--- config.mk ---
export PLATFORM = sky130hd
export DESIGN_NAME = ring_ctrl
export DESIGN_NICKNAME = d
export VERILOG_FILES = /design/src/rtl/ring_ctrl_pkg.sv /design/src/rtl/ring_ctrl_btn_event.sv /design/src/rtl/ring_ctrl.sv
export SDC_FILE = /design/constraint.sdc
export NUM_CORES = 1
export LEC_CHECK = 0
export ABC_AREA = 1
export BUFFER_PORTS_ARGS = -buffer_cell sky130_fd_sc_hd__buf_2
export CAP_MARGIN = 10
export CORE_MARGIN = 8
export CORE_UTILIZATION = 60
export CTS_BUF_LIST = sky130_fd_sc_hd__clkbuf_4 sky130_fd_sc_hd__clkbuf_8 sky130_fd_sc_hd__clkbuf_16
export DETAILED_ROUTE_END_ITERATION = 6
export PLACE_DENSITY_LB_ADDON = 0.2
export SYNTH_ARGS = -nofsm -noshare
export SYNTH_HDL_FRONTEND = slang
export SYNTH_SLANG_ARGS = --single-unit
--- constraint.sdc ---
create_clock -name clk -period 2.8 [get_ports clk]
set_input_delay 0.14 -clock clk [delete_from_list [all_inputs] [get_ports clk]]
set_output_delay 0.14 -clock clk [all_outputs]
set_load 0.05 [all_outputs]
--- src/rtl/ring_ctrl_pkg.sv ---
// Shared definitions for button-event consumers in the OLED clock domain.
package ring_ctrl_pkg;

    localparam int unsigned CLK_FREQ          = 6_250_000;
    localparam int unsigned BTN_DB_CYCLES     = 12_500;     // 2 ms
    localparam int unsigned BTN_HOLD_CYCLES   = 3_125_000;  // 0.5 s
    localparam int unsigned BTN_REPEAT_CYCLES = 625_000;    // 0.1 s

    typedef enum logic [1:0] {
        BTN_IDLE,
        BTN_WAIT,
        BTN_HELD,
        BTN_REPEAT
    } btn_state_e;

endpackage

--- src/rtl/ring_ctrl_btn_event.sv ---
// Button event generator: 2-flop synchroniser, debounce, hold delay and
// optional auto-repeat. Emits one-cycle pulses on pulse_o.
module btn_event
    import ring_ctrl_pkg::*;
#(
    parameter int unsigned DB_CYCLES     = BTN_DB_CYCLES,
    parameter int unsigned HOLD_CYCLES   = BTN_HOLD_CYCLES,
    parameter int unsigned REPEAT_CYCLES = BTN_REPEAT_CYCLES,
    parameter bit          REPEAT_EN     = 1'b1
) (
    input  logic clk,
    input  logic reset,
    input  logic btn_i,
    output logic pulse_o
);

    localparam int unsigned CNT_MAX_A = (DB_CYCLES > HOLD_CYCLES) ? DB_CYCLES : HOLD_CYCLES;
    localparam int unsigned CNT_MAX   = (CNT_MAX_A > REPEAT_CYCLES) ? CNT_MAX_A : REPEAT_CYCLES;
    localparam int unsigned CNT_W     = $clog2(CNT_MAX + 1);

    localparam logic [CNT_W-1:0] DB_LAST   = CNT_W'(DB_CYCLES - 1);
    localparam logic [CNT_W-1:0] HOLD_LAST = CNT_W'(HOLD_CYCLES - 1);
    localparam logic [CNT_W-1:0] REP_LAST  = CNT_W'(REPEAT_CYCLES - 1);
    localparam logic [CNT_W-1:0] CNT_SAT   = '1;

    logic [1:0]       sync_q;
    logic             synced;
    btn_state_e       state_q, state_d;
    logic [CNT_W-1:0] cnt_q, cnt_d, cnt_inc;
    logic             pulse_q, pulse_d;

    assign synced  = sync_q[1];
    assign pulse_o = pulse_q;
    assign cnt_inc = (cnt_q == CNT_SAT) ? cnt_q : cnt_q + 1'b1;

    // Synchroniser, state, counter and pulse registers.
    always_ff @(posedge clk or negedge reset) begin
        if (!reset) begin
            sync_q  <= '0;
            state_q <= BTN_IDLE;
            cnt_q   <= '0;
            pulse_q <= 1'b0;
        end else begin
            sync_q  <= {sync_q[0], btn_i};
            state_q <= state_d;
            cnt_q   <= cnt_d;
            pulse_q <= pulse_d;
        end
    end

    // Next-state logic: debounce, hold delay, repeat cadence; release aborts.
    always_comb begin
        state_d = state_q;
        cnt_d   = cnt_q;
        pulse_d = 1'b0;
        unique case (state_q)
            BTN_IDLE: begin
                cnt_d = '0;
                if (synced) state_d = BTN_WAIT;
            end
            BTN_WAIT: begin
                if (!synced) begin
                    state_d = BTN_IDLE;
                    cnt_d   = '0;
                end else if (cnt_q == DB_LAST) begin
                    state_d = BTN_HELD;
                    cnt_d   = '0;
                    pulse_d = 1'b1;
                end else begin
                    cnt_d = cnt_inc;
                end
            end
            BTN_HELD: begin
                if (!synced) begin
                    state_d = BTN_IDLE;
                    cnt_d   = '0;
                end else if (REPEAT_EN && (cnt_q == HOLD_LAST)) begin
                    state_d = BTN_REPEAT;
                    cnt_d   = '0;
                    pulse_d = 1'b1;
                end else begin
                    cnt_d = cnt_inc;
                end
            end
            BTN_REPEAT: begin
                if (!synced) begin
                    state_d = BTN_IDLE;
                    cnt_d   = '0;
                end else if (cnt_q == REP_LAST) begin
                    cnt_d   = '0;
                    pulse_d = 1'b1;
                end else begin
                    cnt_d = cnt_inc;
                end
            end
            default: begin
                state_d = BTN_IDLE;
                cnt_d   = '0;
            end
        endcase
    end

endmodule

--- src/rtl/ring_ctrl.sv ---
// Ring control: button events adjust a target ring state, which is committed
// to the renderer-facing outputs only on frame_begin.
module ring_ctrl
    import ring_ctrl_pkg::*;
#(
    parameter int unsigned DB_CYCLES     = BTN_DB_CYCLES,
    parameter int unsigned HOLD_CYCLES   = BTN_HOLD_CYCLES,
    parameter int unsigned REPEAT_CYCLES = BTN_REPEAT_CYCLES,
    parameter int unsigned DIA_W         = 8,
    parameter int unsigned DIA_INIT      = 30,
    parameter int unsigned DIA_MIN       = 10,
    parameter int unsigned DIA_MAX       = 50,
    parameter int unsigned DIA_STEP      = 5,
    parameter int unsigned RING_WIDTH    = 5
) (
    input  logic             clk,
    input  logic             reset,
    input  logic             btnC,
    input  logic             btnU,
    input  logic             btnD,
    input  logic             frame_begin,
    output logic             ring_active,
    output logic [DIA_W-1:0] outer_dia,
    output logic [DIA_W-1:0] inner_dia,
    output logic             update_pending
);

    localparam logic [DIA_W:0]   STEP_X  = (DIA_W+1)'(DIA_STEP);
    localparam logic [DIA_W:0]   MAX_X   = (DIA_W+1)'(DIA_MAX);
    localparam logic [DIA_W:0]   DNLIM_X = (DIA_W+1)'(DIA_MIN + DIA_STEP);
    localparam logic [DIA_W-1:0] INIT_V  = DIA_W'(DIA_INIT);
    localparam logic [DIA_W-1:0] STEP_V  = DIA_W'(DIA_STEP);

    logic             pulse_c, pulse_u, pulse_d;
    logic             tgt_active_q, tgt_active_d;
    logic [DIA_W-1:0] tgt_dia_q, tgt_dia_d;
    logic             ring_active_q, ring_active_d;
    logic [DIA_W-1:0] outer_dia_q, outer_dia_d;
    logic             pending_q, pending_d;
    logic [DIA_W:0]   dia_x;

    btn_event #(
        .DB_CYCLES    (DB_CYCLES),
        .HOLD_CYCLES  (HOLD_CYCLES),
        .REPEAT_CYCLES(REPEAT_CYCLES),
        .REPEAT_EN    (1'b0)
    ) u_btn_c (
        .clk    (clk),
        .reset  (reset),
        .btn_i  (btnC),
        .pulse_o(pulse_c)
    );

    btn_event #(
        .DB_CYCLES    (DB_CYCLES),
        .HOLD_CYCLES  (HOLD_CYCLES),
        .REPEAT_CYCLES(REPEAT_CYCLES),
        .REPEAT_EN    (1'b1)
    ) u_btn_u (
        .clk    (clk),
        .reset  (reset),
        .btn_i  (btnU),
        .pulse_o(pulse_u)
    );

    btn_event #(
        .DB_CYCLES    (DB_CYCLES),
        .HOLD_CYCLES  (HOLD_CYCLES),
        .REPEAT_CYCLES(REPEAT_CYCLES),
        .REPEAT_EN    (1'b1)
    ) u_btn_d (
        .clk    (clk),
        .reset  (reset),
        .btn_i  (btnD),
        .pulse_o(pulse_d)
    );

    // Target, committed and pending registers.
    always_ff @(posedge clk or negedge reset) begin
        if (!reset) begin
            tgt_active_q  <= 1'b0;
            tgt_dia_q     <= INIT_V;
            ring_active_q <= 1'b0;
            outer_dia_q   <= INIT_V;
            pending_q     <= 1'b0;
        end else begin
            tgt_active_q  <= tgt_active_d;
            tgt_dia_q     <= tgt_dia_d;
            ring_active_q <= ring_active_d;
            outer_dia_q   <= outer_dia_d;
            pending_q     <= pending_d;
        end
    end

    // Event handling on the targets; commit samples the pre-update targets.
    // Pending is computed from next-state values so it never lags a cycle.
    always_comb begin
        tgt_active_d  = tgt_active_q ^ pulse_c;
        tgt_dia_d     = tgt_dia_q;
        dia_x         = {1'b0, tgt_dia_q};
        if (tgt_active_q && !(pulse_u && pulse_d)) begin
            if (pulse_u && ((dia_x + STEP_X) <= MAX_X)) begin
                tgt_dia_d = tgt_dia_q + STEP_V;
            end else if (pulse_d && (dia_x >= DNLIM_X)) begin
                tgt_dia_d = tgt_dia_q - STEP_V;
            end
        end
        ring_active_d = frame_begin ? tgt_active_q : ring_active_q;
        outer_dia_d   = frame_begin ? tgt_dia_q : outer_dia_q;
        pending_d     = (tgt_active_d != ring_active_d) || (tgt_dia_d != outer_dia_d);
    end

    assign ring_active    = ring_active_q;
    assign outer_dia      = outer_dia_q;
    assign inner_dia      = outer_dia_q - DIA_W'(RING_WIDTH);
    assign update_pending = pending_q;

endmodule

Word-level counts from Yosys, hierarchy flattened
Cells that the tools add are included.
- mux-type cells: 66
- reductions and logical operators: 13
- bitwise gates (word level): 1
- magnitude comparators: 2
- add/subtract/negate cells: 7
- equality and inequality tests: 33
- operator list (kind ; count):
    2-to-1 mux 22 bit ; 20
    case mux 22 bit (4 select lines) ; 3
    equality test 22 bit, second input constant ; 5
    adder 22 x 1 -> 22 bit, second input constant ; 3
    equality test 22 x 14 -> 1 bit, second input constant ; 3
    equality test 22 x 20 -> 1 bit, second input constant ; 3
    2-to-1 mux 2 bit ; 16
    2-to-1 mux 8 bit ; 4
    2-to-1 mux 1 bit ; 17
    case mux 2 bit (4 select lines) ; 2
    subtractor 8 x 3 -> 8 bit, second input constant ; 2
    inequality test 3 bit, second input constant ; 5
    equality test 2 bit, second input constant ; 6
    adder 8 x 3 -> 9 bit, second input constant ; 1
    <= comparator 9 x 6 -> 1 bit, second input constant ; 1
    adder 8 x 3 -> 8 bit, second input constant ; 1
    greater-or-equal comparator 8 x 4 -> 1 bit, second input constant ; 1
    inequality test 8 bit ; 1
    AND reduction 4 bit ; 2
    equality test 2 x 1 -> 1 bit, second input constant ; 3
    logical NOT 2 bit ; 3
    inequality test 2 x 1 -> 1 bit, second input constant ; 3
    inequality test 2 bit, second input constant ; 3
    case mux 1 bit (3 select lines) ; 2
    other kinds (9) ; 12
- logic and storage cells: 139
- input port bits: 6
- bits in registers: 100
- output and inout bits: 18

Logic depth before layout (Yosys ltp)
- depth after elaboration: 7
- depth in mapped cells: 18
- depth with buffers taken out: 18

Hierarchy
A second synthesis with hierarchy kept.
- cells, all modules: 1099
- area, all modules: 7161.9 um^2
- modules (own cells, without submodules) (module ; times used ; cells an instance ; seq. area each (um^2) ; area an instance (um^2)):
    btn_event (u_btn_d ...) ; 2 ; 295 ; 675.6 ; 1848.0
    btn_event (u_btn_c) ; 1 ; 274 ; 675.6 ; 1915.6
    ring_ctrl ; 1 ; 235 ; 485.5 ; 1550.2

Worst setup path after synthesis
No wires, ideal clock.
- path kind: register to output
- from: register outer_dia_q[0], in the netlist outer_dia[0]
- to: output inner_dia[4]
- buffers on the path: 0
- cell stages (with the launch flop): 6
- data arrival time: 2.441 ns
- slack: 0.219 ns
- required time: 2.660 ns
- cell sequence: dfrtp_1 inv_1 ha_1 or2_2 nand2_1 xor2_1
- word-level cells in the longest chain between the ends: 1
- ends and longest elaborated chain (what ; line ; source):
    start, declared ; ring_ctrl.sv:38 ; logic [DIA_W-1:0] outer_dia_q, outer_dia_d;
    start signal, assigned ; ring_ctrl.sv:90 ; outer_dia_q <= outer_dia_d;
    subtractor 8 x 3 -> 8 bit ; ring_ctrl.sv:115 ; assign inner_dia = outer_dia_q - DIA_W'(RING_WIDTH);
    end, declared ; ring_ctrl.sv:24 ; output logic [DIA_W-1:0] inner_dia,
Every way passes these cells.

Worst setup path after layout
- from: register u_btn_d.cnt_q[0]
- to: register u_btn_d.cnt_q[1]
- word-level cells in the longest chain between the ends: 5
- elaborated cells on any way between the ends: 13
- classes of those cells: add/sub (1); eq/ne (4); mux (8)
- ends and longest elaborated chain (what ; line ; source):
    start, declared ; ring_ctrl_btn_event.sv:29 ; logic [CNT_W-1:0] cnt_q, cnt_d, cnt_inc;
    start signal, assigned ; ring_ctrl_btn_event.sv:46 ; cnt_q <= cnt_d;
    adder 22 x 1 -> 22 bit / equality test 22 bit (equally long branches) ; ring_ctrl_btn_event.sv:34 ; assign cnt_inc = (cnt_q == CNT_SAT) ? cnt_q : cnt_q + 1'b1;
    2-to-1 mux 22 bit ; ring_ctrl_btn_event.sv:34 ;
    2-to-1 mux 22 bit, on equally long branches ; ring_ctrl_btn_event.sv:89, ring_ctrl_btn_event.sv:65, ring_ctrl_btn_event.sv:77 ;
    2-to-1 mux 22 bit, on equally long branches ; ring_ctrl_btn_event.sv:86, ring_ctrl_btn_event.sv:62, ring_ctrl_btn_event.sv:74 ;
    case mux 22 bit (4 select lines) (*) ; ring_ctrl_btn_event.sv:56 ; unique case (state_q)
    named net u_btn_d.cnt_d[1] ; ring_ctrl_btn_event.sv:29 ;
Mark *: on every way through the listed nets, which the timed path passes. The rest lies on a longest branch.
A chain may end at the register's enable or synchronous reset.

==> out/qor.txt <==
global route overflow = 0
critical path's slowest cell = dfrtp_1
vias = 6084
outcome = complete, no violations
Post-Route M1 WL = 6.92 mm
final clock skew = 8.60 ps
Post-synth EDFFs = 0
slew at the pin with the worst max-slew slack = 729 ps
Switching Share = 32.3%
worst hold path type = input pin to flop
R2R Setup Slk = 480 ps
Gate Count Post-Synth = 909
all-layer global routing usage = 22.3%
wire length on met2 = 7.07 mm
final WL = 15.4 mm
die extent in x = 120 um
highest metal used = met4
crit path cell chain = ha_1 > nand3_1 > nor4_1 > nand4_1 > nand2_1 > a21oi_1 > inv_1 > nand2_1 > o211ai_1 > inv_1
Worst Path Max Fanout = 20
initial antenna violation count = 0
worst endpoint required time = 3080 ps
Final Max Slew Viols = 0
Synth Cell Area = 6470 um^2
Seq/Total Area, Yosys = 38.8%
clock slew at reported path FFs = 100 ps
R2R depth = 10
Initial DRC Count = 621
Comb pwr share = 15.9%
DR DRC count = 0
share of synthesized flip-flops with an asynchronous set or reset = 100%
area leader, netlist = dfrtp_1
Reg power frac = 53.2%
Hold Startpoint = frame_begin
Avg Cell Area, Syn = 7.12 um^2
CP Capture Type = flop
CTS tree = done
#FFs+latches synth = 100
Worst Path Arrival = 2600 ps
worst r2r src = u_btn_d.cnt_q[0]
die area = 14400 um^2
RePlAce Congestion = 0.960
MaxCap Viol Count = 0
Worst setup SP type = flop
family with the most delay on the worst path = simple AND/OR/NAND/NOR gates
slowest stage delay, CP = 410 ps
Post-layout nets = 954
Avg Vias per Cell = 5.60
DRT antenna net count = 0
first-pass GRT wire length = 26.6 mm
Worst slew margin = 51.4%
# setup viols final = 0
leakage = 3.40 nW
Tmin final = 2320 ps
worst IR drop on VDD = 425 uV
DR WL/cell = 14.2 um
largest net degree at the start of global routing = 58
hpwl dp = 11.8 mm
Worst Setup Path Type = flop to flop
overall power = 2.93 mW
critical path depth = 10
Final Hold Viols = 0
clk root buf = clkbuf_8
vias in the first global route = 5610
Cell Rows = 38
Main synth FF type = dfrtp_1
RSZ-0062 raised after global routing = no
post-synth top area share = 35.6%
Worst setup endpoint = u_btn_d.cnt_q[1]
P_sw = 0.946 mW
clock buffer depth = 2
syn_nets = 922
final period utilization = 82.8%
clock sinks = 100
drt first pass iters = 5
starting density of the core = 60.5%
PostCTS Resize Cnt = 0
post-CTS setup repair buffer count = 0
clock share of power = 30.9%
Port Buffer Count = 23
TritonCTS Buffers = 9
core area = 10700 um^2
CP Buf/Inv Count = 2
Die H = 120 um
sum of negative setup slack = 0 ps
number of diodes = 0
FF-to-FF End = u_btn_d.cnt_q[1]
Synth area leaders = dfrtp_1, nand2_1, inv_1, nand3_1, nor2_1
Synth Warn # = 0
met3 wire length = 1.12 mm
Skew-Pair Late Insertion Delay = 390 ps
CP startpoint = u_btn_d.cnt_q[0]
share of cells above drive strength 1 = 10.6%
Yosys cell types = 46
Layout area overhead = 7.99%
H-Tree Depth = 3
Int Power = 1.99 mW
max frequency = 431 MHz
Layout fillers = 946
I/O pins = 24
power per cell area = 420 nW/um^2
## stage by stage
step / worst slack (ps) / util [%] / area [um^2] / hold slack [ps] / cells
6_report: 482 / 65.3 / 6990 / 179 / 1086
5_1_grt: 135 / 65.3 / 6990 / 173 / 1086
4_1_cts: 486 / 65.3 / 6990 / 162 / 1086
3_5_place_dp: 497 / 63.2 / 6760 / 249 / 1066
3_3_place_gp: 564 / 63.2 / 6760 / 242 / 1066
2_1_floorplan: 219 / - / 6470 / -156 / 909
## cells in the mapped netlist (all sizes together), types with 4 or more instances
library cell	number
buf	7
or2	4
dfstp	8
a21oi	33
o21ai	43
xor2	17
nand3	78
o211ai	5
nor3	37
nor4	29
nand4	46
dfrtp	92
nor2	100
nand2	209
xnor2	6
ha	7
inv	164
## layout make-up
class	instances	area (um^2)	area share (%)
clock inverter	7	66.3	0.949
multi-input combinational	634	3290	47.1
sequential	100	2510	36.0
tap	140	175	2.51
timing repair buffer	31	200	2.86
clock buffer	9	124	1.77
inverter	165	619	8.86
## state kept, by name, summed over array words and instances (netlist names)
signal	cells
tgt_dia_q	8
u_btn_u.pulse_o	1
u_btn_d.sync_q	2
u_btn_d.cnt_q	22
u_btn_c.sync_q	2
tgt_active_q	1
ring_active	1
u_btn_d.pulse_o	1
u_btn_c.cnt_q	22
u_btn_u.state_q	2
u_btn_c.state_q	2
u_btn_u.cnt_q	22
outer_dia	8
u_btn_d.state_q	2
u_btn_c.pulse_o	1
u_btn_u.sync_q	2
update_pending	1
## worst min-delay path, delay by kind of cell
family                 cells  cell delay [ps]
buffers and inverters      1              190
AND/OR/NAND/NOR            2              190
## power groups by stage
stage | registers (mW) | clock network, mW | logic (mW)
6_report | 1.56 | 0.906 | 0.465
5_1_grt | 1.57 | 0.999 | 0.540
4_1_cts | 1.56 | 0.941 | 0.471
3_5_place_dp | 1.59 | 0 | 0.466
3_3_place_gp | 1.59 | 0 | 0.462
2_1_floorplan | 1.59 | 0 | 0.338
## worst min-delay path by stage
stage	end	cells after the start	slack, ps
4_1_cts	ring_active	3	160
6_report	ring_active	3	180
2_1_floorplan	outer_dia[0]	0	-160
3_5_place_dp	u_btn_c.sync_q[0]	1	250
3_3_place_gp	u_btn_u.cnt_q[2]	1	240
5_1_grt	ring_active	3	170
## logic make-up (layout without fill, tap and decap cells)
family	count (synthesis)	count (layout)	synth area share, %
buf+inv	175	212	10.3
xor+xnor	23	23	3.11
fa+ha+maj	7	7	1.35
compound gates	94	94	8.35
flops	100	100	38.8
mux	2	2	0.309
simple gates	508	508	37.7
## per-layer routing
layer / global-route usage, % / vias up
li1: - / 3052
met1: 30.2 / 2781
met2: 34.8 / 227
met3: 4.74 / 24
met4: 7.57 / 0
met5: 0 / -
## placed cells by master (no fill, tap or decap), types with 8 or more instances in the layout
cell and n:
clkbuf_8 9, nand3_1 73, xor2_1 17, nor4_1 27, nor2_1 93, buf_2 22, inv_2 9, nor3_1 30
dfrtp_1 92, o21ai_0 41, nand2_1 199, nand4_1 44, a21oi_1 33, nand2_2 9, dfstp_2 8, inv_1 155
## what timing repair did
action,4_1_cts,5_1_grt
endpoints found under the setup margin,0,0
hold buffers,4,0
endpoints found under the hold margin,59,0
No activity file was read; power rests on OpenSTA's default activity.
